--- config.mk ---
export PLATFORM = sky130hd
export DESIGN_NAME = s298_bist_ctrl
export DESIGN_NICKNAME = d
export VERILOG_FILES = /design/src/rtl/bist_pkg.sv /design/src/rtl/bist_misr.sv /design/src/rtl/s298_bist_ctrl.sv
export SDC_FILE = /design/constraint.sdc
export NUM_CORES = 1
export LEC_CHECK = 0
export CORE_UTILIZATION = 50
export DETAILED_ROUTE_END_ITERATION = 10
export PLACE_DENSITY = 0.85
export SETUP_SLACK_MARGIN = 0.4
export SYNTH_ARGS = -nofsm -noshare
export SYNTH_HDL_FRONTEND = slang
export SYNTH_SLANG_ARGS = --single-unit
export TNS_END_PERCENT = 10
--- constraint.sdc ---
create_clock -name CK -period 2.2 [get_ports CK]
set_input_delay 0.33 -clock CK [delete_from_list [all_inputs] [get_ports CK]]
set_output_delay 0.33 -clock CK [all_outputs]
set_load 0.1 [all_outputs]
--- src/rtl/bist_pkg.sv ---
// bist_pkg: shared types and constants for the s298 BIST controller and its MISR.
// Latency: n/a (types, constants and one combinational helper).
// Backpressure: n/a.
package bist_pkg;

    // Width of both the pattern-generator LFSR and the signature register.
    localparam int BIST_W = 16;

    // Tap mask for x^16+x^14+x^13+x^11+1 on a shift-left Fibonacci LFSR:
    // bits 15,13,12,10 feed the XOR that becomes the new bit 0.
    localparam logic [BIST_W-1:0] TPG_POLY  = 16'hB400;

    // Feedback polynomial folded in when the MISR's top bit shifts out.
    localparam logic [BIST_W-1:0] MISR_POLY = 16'h100B;

    // Controller phases, in the order a run walks through them.
    typedef enum logic [2:0] {
        IDLE  = 3'd0,
        INIT  = 3'd1,
        RUN   = 3'd2,
        DRAIN = 3'd3,
        DONE  = 3'd4
    } bist_state_e;

    // One step of the pattern generator: shift left, parity of the taps enters at bit 0.
    function automatic logic [BIST_W-1:0] lfsr_step(input logic [BIST_W-1:0] v);
        return {v[BIST_W-2:0], ^(v & TPG_POLY)};
    endfunction

endpackage

--- src/rtl/bist_misr.sv ---
// bist_misr: multiple-input signature register, W bits wide, IN_W-bit parallel input.
// Latency: one cycle from din_i to sig_o when en_i is high.
// Backpressure: none; clr_i beats en_i, rst_i beats both.
module bist_misr
    import bist_pkg::*;
#(
    parameter int              W    = BIST_W,
    parameter logic [W-1:0]    POLY = MISR_POLY,
    parameter int              IN_W = 6
) (
    input  logic            clk_i,
    input  logic            rst_i,
    input  logic            clr_i,
    input  logic            en_i,
    input  logic [IN_W-1:0] din_i,
    output logic [W-1:0]    sig_o
);

    logic [W-1:0] sig_q;
    logic [W-1:0] sig_d;

    // Next signature: shift left, fold POLY in when the top bit falls off, XOR the new response.
    always_comb begin
        sig_d = {sig_q[W-2:0], 1'b0}
              ^ (sig_q[W-1] ? POLY : '0)
              ^ {{(W-IN_W){1'b0}}, din_i};
    end

    // Signature register: reset and clear both return to zero; otherwise compact when enabled.
    always_ff @(posedge clk_i) begin
        if (rst_i || clr_i) begin
            sig_q <= '0;
        end else if (en_i) begin
            sig_q <= sig_d;
        end
    end

    assign sig_o = sig_q;

endmodule

--- src/rtl/s298_bist_ctrl.sv ---
// s298_bist_ctrl: BIST sequencer for s298 - INIT (G0 held high), pseudo-random RUN, DRAIN, DONE with MISR compare.
// Latency: done rises INIT_CYCLES + PATTERN_COUNT + 2 cycles after start is sampled; busy covers the cycles before that.
// Backpressure: none; start honoured only in IDLE/DONE. Optional abort port built when BIST_ABORT_EN is defined.
module s298_bist_ctrl
    import bist_pkg::*;
#(
    parameter int unsigned       PATTERN_COUNT = 256,
    parameter int unsigned       INIT_CYCLES   = 4,
    parameter logic [BIST_W-1:0] TPG_SEED      = 16'hACE1,
    parameter logic [BIST_W-1:0] GOLDEN_SIG    = 16'h0000
) (
    input  logic              CK,
    input  logic              RST,
    input  logic              start,
`ifdef BIST_ABORT_EN
    input  logic              abort,
`endif
    output logic              busy,
    output logic              done,
    output logic              pass,
    output logic [BIST_W-1:0] signature,
    output logic              cut_g0,
    output logic              cut_g1,
    output logic              cut_g2,
    input  logic [5:0]        cut_out
);

    // An all-zero seed would lock the LFSR, so it is replaced by 1.
    localparam logic [BIST_W-1:0] SEED_EFF  = (TPG_SEED == '0) ? 16'h0001 : TPG_SEED;
    // Terminal counts: counters run 0..N-1 inside each timed phase.
    localparam logic [BIST_W-1:0] INIT_LAST = BIST_W'(INIT_CYCLES - 1);
    localparam logic [BIST_W-1:0] RUN_LAST  = BIST_W'(PATTERN_COUNT - 1);

    bist_state_e       state_q;
    logic [BIST_W-1:0] cnt_q;
    logic [BIST_W-1:0] lfsr_q;
    logic [BIST_W-1:0] lfsr_nxt;
    logic              busy_q;
    logic              done_q;
    logic              aborted_q;
    logic [2:0]        cut_q;

    logic              start_ok;
    logic              abort_req;
    logic              misr_clr;
    logic              misr_en;
    logic [BIST_W-1:0] misr_sig;

`ifdef BIST_ABORT_EN
    // Abort only matters while a run is in flight.
    assign abort_req = abort & busy_q;
`else
    assign abort_req = 1'b0;
`endif

    assign lfsr_nxt = lfsr_step(lfsr_q);
    assign start_ok = start & ((state_q == IDLE) | (state_q == DONE));

    // Signature is zeroed on the edge that enters INIT and stays zero throughout INIT.
    assign misr_clr = start_ok | (state_q == INIT);

    // s298 registers its outputs, so the response to pattern i arrives during RUN cycle i+1
    // (or DRAIN for the last one). Skipping RUN cycle 0 gives exactly PATTERN_COUNT updates.
    assign misr_en  = ((state_q == RUN) & (cnt_q != '0)) | (state_q == DRAIN);

    bist_misr #(
        .W    (BIST_W),
        .POLY (MISR_POLY),
        .IN_W (6)
    ) u_misr (
        .clk_i (CK),
        .rst_i (RST),
        .clr_i (misr_clr),
        .en_i  (misr_en & ~abort_req),
        .din_i (cut_out),
        .sig_o (misr_sig)
    );

    // Sequencer: phase, phase counter, pattern LFSR and the registered status/pattern outputs.
    always_ff @(posedge CK) begin
        if (RST) begin
            state_q   <= IDLE;
            cnt_q     <= '0;
            lfsr_q    <= SEED_EFF;
            busy_q    <= 1'b0;
            done_q    <= 1'b0;
            aborted_q <= 1'b0;
            cut_q     <= 3'b000;
        end else if (abort_req) begin
            // Stop where we are; the MISR enable is gated off on this same edge.
            state_q   <= DONE;
            cnt_q     <= '0;
            busy_q    <= 1'b0;
            done_q    <= 1'b1;
            aborted_q <= 1'b1;
            cut_q     <= 3'b000;
        end else begin
            case (state_q)
                IDLE, DONE: begin
                    if (start) begin
                        state_q   <= INIT;
                        cnt_q     <= '0;
                        lfsr_q    <= SEED_EFF;
                        busy_q    <= 1'b1;
                        done_q    <= 1'b0;
                        aborted_q <= 1'b0;
                        cut_q     <= 3'b001;
                    end
                end
                INIT: begin
                    lfsr_q <= SEED_EFF;
                    if (cnt_q == INIT_LAST) begin
                        state_q <= RUN;
                        cnt_q   <= '0;
                        cut_q   <= SEED_EFF[2:0];
                    end else begin
                        cnt_q   <= cnt_q + 16'd1;
                        cut_q   <= 3'b001;
                    end
                end
                RUN: begin
                    lfsr_q <= lfsr_nxt;
                    if (cnt_q == RUN_LAST) begin
                        state_q <= DRAIN;
                        cnt_q   <= '0;
                        cut_q   <= 3'b000;
                    end else begin
                        cnt_q   <= cnt_q + 16'd1;
                        cut_q   <= lfsr_nxt[2:0];
                    end
                end
                DRAIN: begin
                    state_q <= DONE;
                    cnt_q   <= '0;
                    busy_q  <= 1'b0;
                    done_q  <= 1'b1;
                    cut_q   <= 3'b000;
                end
                default: begin
                    state_q   <= IDLE;
                    cnt_q     <= '0;
                    busy_q    <= 1'b0;
                    done_q    <= 1'b0;
                    aborted_q <= 1'b0;
                    cut_q     <= 3'b000;
                end
            endcase
        end
    end

    assign busy      = busy_q;
    assign done      = done_q;
    assign signature = misr_sig;
    assign pass      = done_q & ~aborted_q & (misr_sig == GOLDEN_SIG);
    assign cut_g0    = cut_q[0];
    assign cut_g1    = cut_q[1];
    assign cut_g2    = cut_q[2];

endmodule

[Yosys cells after proc, flatten, opt, wreduce, memory -nomap -nowiden]
Index checks and enable logic that the tools add are counted.
W data, S select, Z words.
Operators by class
  $add $sub $neg: 1
  eq/ne operators: 9
  muxes and demuxes: 18
  bitwise gates (word level): 12
  reduce and logical (&&, ||, !) cells: 13
Operator list (count)
  $pmux W16 S3: 2
  $mux W16: 4
  $add A16 B1 Y16 const B: 1
  $eq A16 B2 Y1 const B: 1
  $eq A16 B8 Y1 const B: 1
  $logic_not A16 Y1: 1
  $reduce_bool A16 Y1: 1
  $reduce_xor A16 Y1: 1
  $xor A16 B16 Y16: 1
  $xor A16 B6 Y16: 1
  $mux W13: 1
  $mux W3: 4
  $pmux W3 S4: 1
  $pmux W3 S3: 1
  $eq A3 B2 Y1 const B: 2
  $reduce_and A2 Y1: 3
  $and A1 B1 Y1: 4
  $ne A2 B1 Y1 const B: 2
  $pmux W1 S2: 2
  $reduce_or A2 Y1: 2
  $eq A3 B1 Y1 const B: 1
  $eq A3 B3 Y1 const B: 1
  $logic_not A3 Y1: 1
  $not A1 Y1: 3
  8 further kinds: 11
Storage, ports and cells
  register bits after elaboration: 57
  output and inout port bits: 22

[Depth between registers and ports, before layout]
Gate-level depths: netlist of run 1.
  depth after elaboration: 5
  gate-level depth with buffers: 7
  depth with buffers taken out: 6

[Cells and area by module]
A second synthesis of run 1 with hierarchy kept.
Unflattened totals
  cells, all modules: 288
  area total of the unflattened synthesis: 2651.3 um2
Modules (own cells, without submodules)
  s298_bist_ctrl: instances 1, cells each 219, area an instance 1926.8 um2
  bist_misr: instances 1, cells each 69, area an instance 724.4 um2

[Least setup slack after synthesis of run 1]
Ideal clock, no wire load.
  path type: register -> output
  start: reg done_q (netlist: done)
  end: out pass
  data arrival time: 4.214 ns
  required time: 1.870 ns
  path slack: -2.344 ns
  cell stages (with the launch flop): 4
  path buffers: 0
  cell sequence: dfxtp_1 nor4b_1 nand4_1 nor4_1
Between the ends
  word-level cells in the longest chain between the ends: 2
Ends and longest elaborated chain
  from (decl): line s298_bist_ctrl.sv:39  | logic done_q;
  from (signal assigned): line s298_bist_ctrl.sv:86  | done_q <= 1'b0;
  from (signal assigned): line s298_bist_ctrl.sv:94  | done_q <= 1'b1;
  from (signal assigned): line s298_bist_ctrl.sv:105  | done_q <= 1'b0;
  $and A1 B1 Y1 (2 in series): line s298_bist_ctrl.sv:154  | assign pass = done_q & ~aborted_q & (misr_sig == GOLDEN_SIG);
  to (decl): line s298_bist_ctrl.sv:20  | output logic pass,
No other way between the ends.

[Final worst setup path of run 1]
  start: reg cnt_q[15]
  end: reg u_misr.sig_q[6] (netlist: u_misr.sig_o[6])
Between the ends
  word-level cells in the longest chain between the ends: 3
Ends and longest elaborated chain
  from (decl): line s298_bist_ctrl.sv:35  | logic [BIST_W-1:0] cnt_q;
  from (signal assigned): line s298_bist_ctrl.sv:117  | cnt_q <= cnt_q + 16'd1;
  from (signal assigned): line s298_bist_ctrl.sv:128  | cnt_q <= cnt_q + 16'd1;
  $reduce_bool A16 Y1: line s298_bist_ctrl.sv:64  | assign misr_en = ((state_q == RUN) & (cnt_q != '0)) | (state_q == DRAIN);
  $and A1 B1 Y1: line s298_bist_ctrl.sv:64
  $or A1 B1 Y1: line s298_bist_ctrl.sv:64
  to (signal assigned): line bist_misr.sv:34  | sig_q <= sig_d;
  to (decl): line bist_misr.sv:19  | logic [W-1:0] sig_q;
No other way between the ends.
A chain may end at the register's enable or synchronous reset.

==> results of run 1 <==
==> metal layers <==
metal,up-vias,wire [µm],global-route usage [%]
li1,1120,-,-
met1,1062,2660,26.80
met2,50,2855,38.64
met3,6,246,4.472
met4,0,43,5.660
met5,-,0,0
==> cell usage after synthesis (all sizes together) <==
cell type and instances:
a211oi 1, a21o 1, a21oi 9, a22o 2, a22oi 11, a311o 1
a31o 1, a31oi 2, a32oi 1, a41oi 1, and2 1, and3 1
and3b 1, buf 13, clkbuf 9, dfxtp 56, ha 2, inv 4
mux2 1, mux2i 16, nand2 17, nand2b 10, nand3 9, nand3b 1
nand4 6, nand4b 5, nor2 45, nor2b 2, nor3 6, nor4 6
nor4b 1, o21ai 4, o21bai 1, o22a 1, o22ai 9, o31ai 1
or2 3, or3b 2, or4 8, or4b 1, xnor2 8, xor2 11
==> final timing paths <==
| check | from | endpoint | slack [ps] | cells after the start |
|---|---|---|---|---|
| worst max-delay path | cnt_q[15] | u_misr.sig_o[6] | 160 | 6 |
| worst min-delay path | busy | busy | 490 | 2 |
| worst max register to register | cnt_q[15] | u_misr.sig_o[6] | 160 | 6 |
| worst min register to register | busy | busy | 490 | 2 |
==> timing repair <==
action,in CTS,in global routing
gates cloned,0,0
pin swaps,4,0
buffers inserted,7,0
endpoints found under the setup margin,37,38
gates resized for setup,17,2
==> final cells by class <==
cell class / instances / area [µm²] / area share [%]
Multi-Input combinational cell: 209 / 1466 / 44.58
Sequential cell: 56 / 1152 / 35.03
Timing Repair Buffer: 57 / 473.0 / 14.38
Tap cell: 70 / 87.58 / 2.663
Clock buffer: 5 / 68.82 / 2.092
Clock inverter: 3 / 26.28 / 0.7988
Inverter: 4 / 15.01 / 0.4564
==> state kept, by name (all words and copies together), names as in the netlist <==
signal	flops
lfsr_q	16
done	1
cut_q	3
u_misr.sig_o	16
busy	1
cnt_q	16
state_q	3
==> logic make-up after synthesis <==
group	share of synthesized area, %
multiplexers	6.530
adder cells (fa/ha/maj)	0.9531
flip-flops	42.71
buffers and inverters	5.385
AO/OA/AOI/OAI	12.30
AND/OR/NAND/NOR	25.79
XOR/XNOR	6.339
==> critical path, delay by kind of cell (launching register included) <==
kind / cells / cell delay, ps
flip-flops: 1 / 350
buffers and inverters: 1 / 210
AO/OA/AOI/OAI: 1 / 230
multiplexers: 1 / 240
AND/OR/NAND/NOR: 3 / 910
==> report_power, final <==
part	switching (mW)	internal, mW	total (mW)
Clock	0.363	0.236	0.599
Combinational	0.908	0.572	1.48
Sequential	0.0853	1.12	1.21
==> per-stage QoR <==
stage	area, µm²	setup slack [ps]	utilization (%)	hold WS, ps	instances
4_1_cts	3281	148.8	64.65	489.5	404
2_1_floorplan	2678	-115.2	-	445.9	291
3_5_place_dp	3059	-6.019	60.28	471.4	389
3_3_place_gp	3059	112.0	60.28	458.9	389
6_report	3289	163.9	64.82	486.1	404
5_1_grt	3289	74.08	64.82	520.6	404
==> impl_metrics.toml, run 1 <==
[clock_tree]
h-tree-depth = 2
clk_pin_slew_ps = 100
numCtsBuffers = 5
hold_buffers = 0
cts.sinks = 56
cts_tree = "yes"
clk_latency_ps = 320
cts-root-buf = "clkbuf_8"
cts_buffer_depth = 2

[sta]
drv_slew = 0
max_freq_mhz = 491.1
setup_viol = 0
clock_skew_ps = 7.891
tightest_slew_ps = 545.0
finalCritPeriodShare_pct = 92.55
fin_setup_tns_ps = 0
hold_viol_final = 0
slew_headroom_pct = 63.42
rsz0062_at_grt = "yes"
period_minus_slack_ps = 2036

[setup_path]
cp_data_arrival_time_ps = 2250
setup.worst_path.end_class = "register"
crit_required_ps = 2420
crit_fanout = 16
critPathSlowestCell = "or4_4"
cp_cell_sequence = "or4_4, or2_4, o31ai_4, buf_12, mux2i_2, nor2_2"
crit_type = "reg2reg"
max_stage_delay_ps = 580
crit_path_start_kind = "register"

[routing]
wire_per_inst_um = 14.37
route.detailed.drc = 0
final_antenna_net_count = 0
drtIter0Drc = 75
num_vias = 2238
drt-total-wl_um = 5805
avgViaCountPerCell = 5.540
drt-pass1-iter-count = 4

[global_route]
grt_max_degree = 24
antenna_found_initial = 0
grt_pass1_vias = 1996
grt-ovfl-total = 0
grt_pass1_wl_um = 9273
grt_usage_pct = 21.79

[synthesis]
synth_seq_cells = 56
synth_cells = 291
yosys.area.top_type = "dfxtp_1"
netlist.area_leader.share_pct = 42.71
ys_seq_area_share_pct = 42.71
synth_cell_types = 49
synthesis.area_um2 = 2625
synthTopCellsByArea = "dfxtp_1 (43%), mux2i_1 (6.1%), nor2_1 (5.0%)"
synth_fp_nets = 302
syn_avg_cell_area_um2 = 9.021
synth_warnings = 0

[finish]
fillCellCount = 448
antenna_cells = 0
layout-drive-gt1-share_pct = 30.24
final_common_cell = "buf_4"
area_growth_pct = 25.31
final_cell_mix = "buf_4 (47), dfxtp_1 (43), nor2_1 (35)"
layout.nets = 344

[placement]
portBuffers = 30
hpwl_um = 3913
routabilityCongestion = 0.9023

[job]
cap_violations = 0

[floorplanning]
start_util_pct = 51.73
num_rows = 26
coreArea_um2 = 5075
ioPinCount = 31
die_x_um = 74.46
die-area_um2 = 5544
die_height_um = 74.46

[power_and_ir_drop]
p_per_area_nw_per_um2 = 999.4
ir_drop_mv = 0.8797
leakagePower_nw = 1.334
p_total_mw = 3.287

[outcome]
status = "completed"

[min_path]
hp-class = "reg2reg"
No activity file was read; power rests on OpenSTA's default activity.
==> inputs of run 2 (changes only) <==
--- a/config.mk
+++ b/config.mk
@@ -5,6 +5,7 @@
 export SDC_FILE = /design/constraint.sdc
 export NUM_CORES = 1
 export LEC_CHECK = 0
+export CORE_ASPECT_RATIO = 0.9
 export CORE_UTILIZATION = 50
 export DETAILED_ROUTE_END_ITERATION = 10
 export PLACE_DENSITY = 0.85
==> run 2 against run 1 <==
  * Cell area down 0.30%
  * Clock power decreased by 5.2%
  * Largest cell class unchanged
  * Cell count shrank 1.7%
  * Critical path type unchanged
  * Via count increased by 0.40%
  * Worst setup slack worse by 20 ps
  * Routed wire length is 2.7% higher
  * Clock skew hardly changed
  * Sequential power about the same
  * Power decreased by 1.3%
  * Highest routed layer unchanged
  * Critical endpoint is now u_misr.sig_o[10]
  * Non-clock buffer count shrank 2
  * Global-route usage up 0.064 points
==> impl_metrics.toml, run 2 (synthesis gave the netlist of run 1 again) <==
[outcome]
status = "completed"

[routing]
drt-pass1-iter-count = 4
final_antenna_net_count = 0
route.detailed.drc = 0
avgViaCountPerCell = 5.660
num_vias = 2247
drtIter0Drc = 179
drt-total-wl_um = 5962
wire_per_inst_um = 15.02

[setup_path]
rr_worst_depth = 6
cp_data_arrival_time_ps = 2270
crit_fanout = 16
crit_type = "reg2reg"
critPathSlowestCell = "or4_4"
crit_path_start_kind = "register"
cp_cell_sequence = "or4_4, or2_4, o31ai_4, buf_12, mux2i_1, nor2_2"
max_stage_delay_ps = 600
rrSetupSlack_ps = 140
crit_required_ps = 2410
setup.worst_path.end_class = "register"
timing.rr.end = "u_misr.sig_o[10]"
r2r-start = "cnt_q[14]"

[floorplanning]
coreArea_um2 = 4955
die_height_um = 70.74
start_util_pct = 52.98
ioPinCount = 31
die_x_um = 78.38
die-area_um2 = 5544
num_rows = 24

[finish]
area_growth_pct = 24.93
fillCellCount = 388
layout.nets = 342
layout-drive-gt1-share_pct = 30.12
final_common_cell = "buf_4"
multiInputGateArea_um2 = 1476
ff_latch_area_um2 = 1156
final_cell_mix = "buf_4 (44), dfxtp_1 (42), nor2_1 (35)"
antenna_cells = 0

[power_and_ir_drop]
p_per_area_nw_per_um2 = 989.7
p_total_mw = 3.246
ir_drop_mv = 0.7742
leakagePower_nw = 1.336

[sta]
fin_setup_tns_ps = 0
finalCritPeriodShare_pct = 93.44
setup_slack_ps = 144.3
setup_viol = 0
rsz0062_at_grt = "yes"
max_freq_mhz = 486.4
slew_headroom_pct = 59.11
period_minus_slack_ps = 2056
clock_skew_ps = 7.491
tightest_slew_ps = 609.3
drv_slew = 0
hold_viol_final = 0

[placement]
portBuffers = 30
place_ws_ps = 49.78
routabilityCongestion = 0.8705
hpwl_um = 4085

[clock_tree]
clk_pin_slew_ps = 100
h-tree-depth = 2
hold_buffers = 0
cts-root-buf = "clkbuf_8"
numCtsBuffers = 5
cts.sinks = 56
clk_latency_ps = 310
cts_tree = "yes"
cts_buffer_depth = 2

[min_path]
holdPathEnd = "lfsr_q[5]"
holdPathStages = 2
holdCritStartpoint = "lfsr_q[5]"
hp-class = "reg2reg"

[global_route]
grt_usage_pct = 21.85
grt_max_degree = 26
grt_pass1_wl_um = 9570
grt-ovfl-total = 0
antenna_found_initial = 0
grt_pass1_vias = 2048

[job]
cap_violations = 0
run 2: repair_timing:
action,in CTS,in global routing
setup endpoints to repair,36,37
setup buffers,2,1
resized for setup,4,18
pin swaps,2,7
run 2: metal layers:
metal  global-route usage, %  wire length, µm  vias to the layer above
met4                   8.436               76                        0
met3                   3.484              203                        7
li1                        -                -                     1113
met5                       0                0                        -
met2                   35.09             2943                       54
met1                   29.53             2738                     1073
run 2: critical path, delay by kind of cell, from the launching register on:
kind	cells	cell delay, ps
flops	1	360
compound gates	1	220
simple gates	3	930
buf+inv	1	200
mux	1	250
run 2: report_power, final:
group | internal [mW] | leakage [nW] | switching, mW
registers | 1.13 | 0.462 | 0.102
logic | 0.543 | 0.832 | 0.904
clock network | 0.227 | 0.0414 | 0.341
total | 1.90 | 1.34 | 1.35
run 2: layout make-up:
cell class,instances,area share [%]
tap,65,2.480
clock buffer,6,2.213
clock inverter,2,0.4960
sequential,56,35.25
inverter,4,0.4578
timing repair buffer,55,14.08
multi-input combinational,209,45.02
run 2: metrics by stage:
stage / cells / util (%) / cell area (µm²) / hold WS [ps]
2_1_floorplan: 291 / - / 2678 / 445.9
3_5_place_dp: 386 / 61.92 / 3068 / 466.1
3_3_place_gp: 386 / 61.92 / 3068 / 458.4
6_report: 397 / 66.19 / 3279 / 484.0
5_1_grt: 397 / 66.19 / 3279 / 522.0
4_1_cts: 396 / 64.57 / 3199 / 490.5
run 2: how the worst max path moves through the flow:
stage              start                to  slack, ps  cells after the start
6_report       cnt_q[14]  u_misr.sig_o[10]        140                      6
5_1_grt        cnt_q[14]  u_misr.sig_o[15]         80                      6
4_1_cts        cnt_q[14]          cnt_q[3]        170                      5
3_5_place_dp   cnt_q[14]          cnt_q[8]         50                      6
3_3_place_gp    cnt_q[1]          cnt_q[8]        160                      7
2_1_floorplan       done              pass       -120                      3
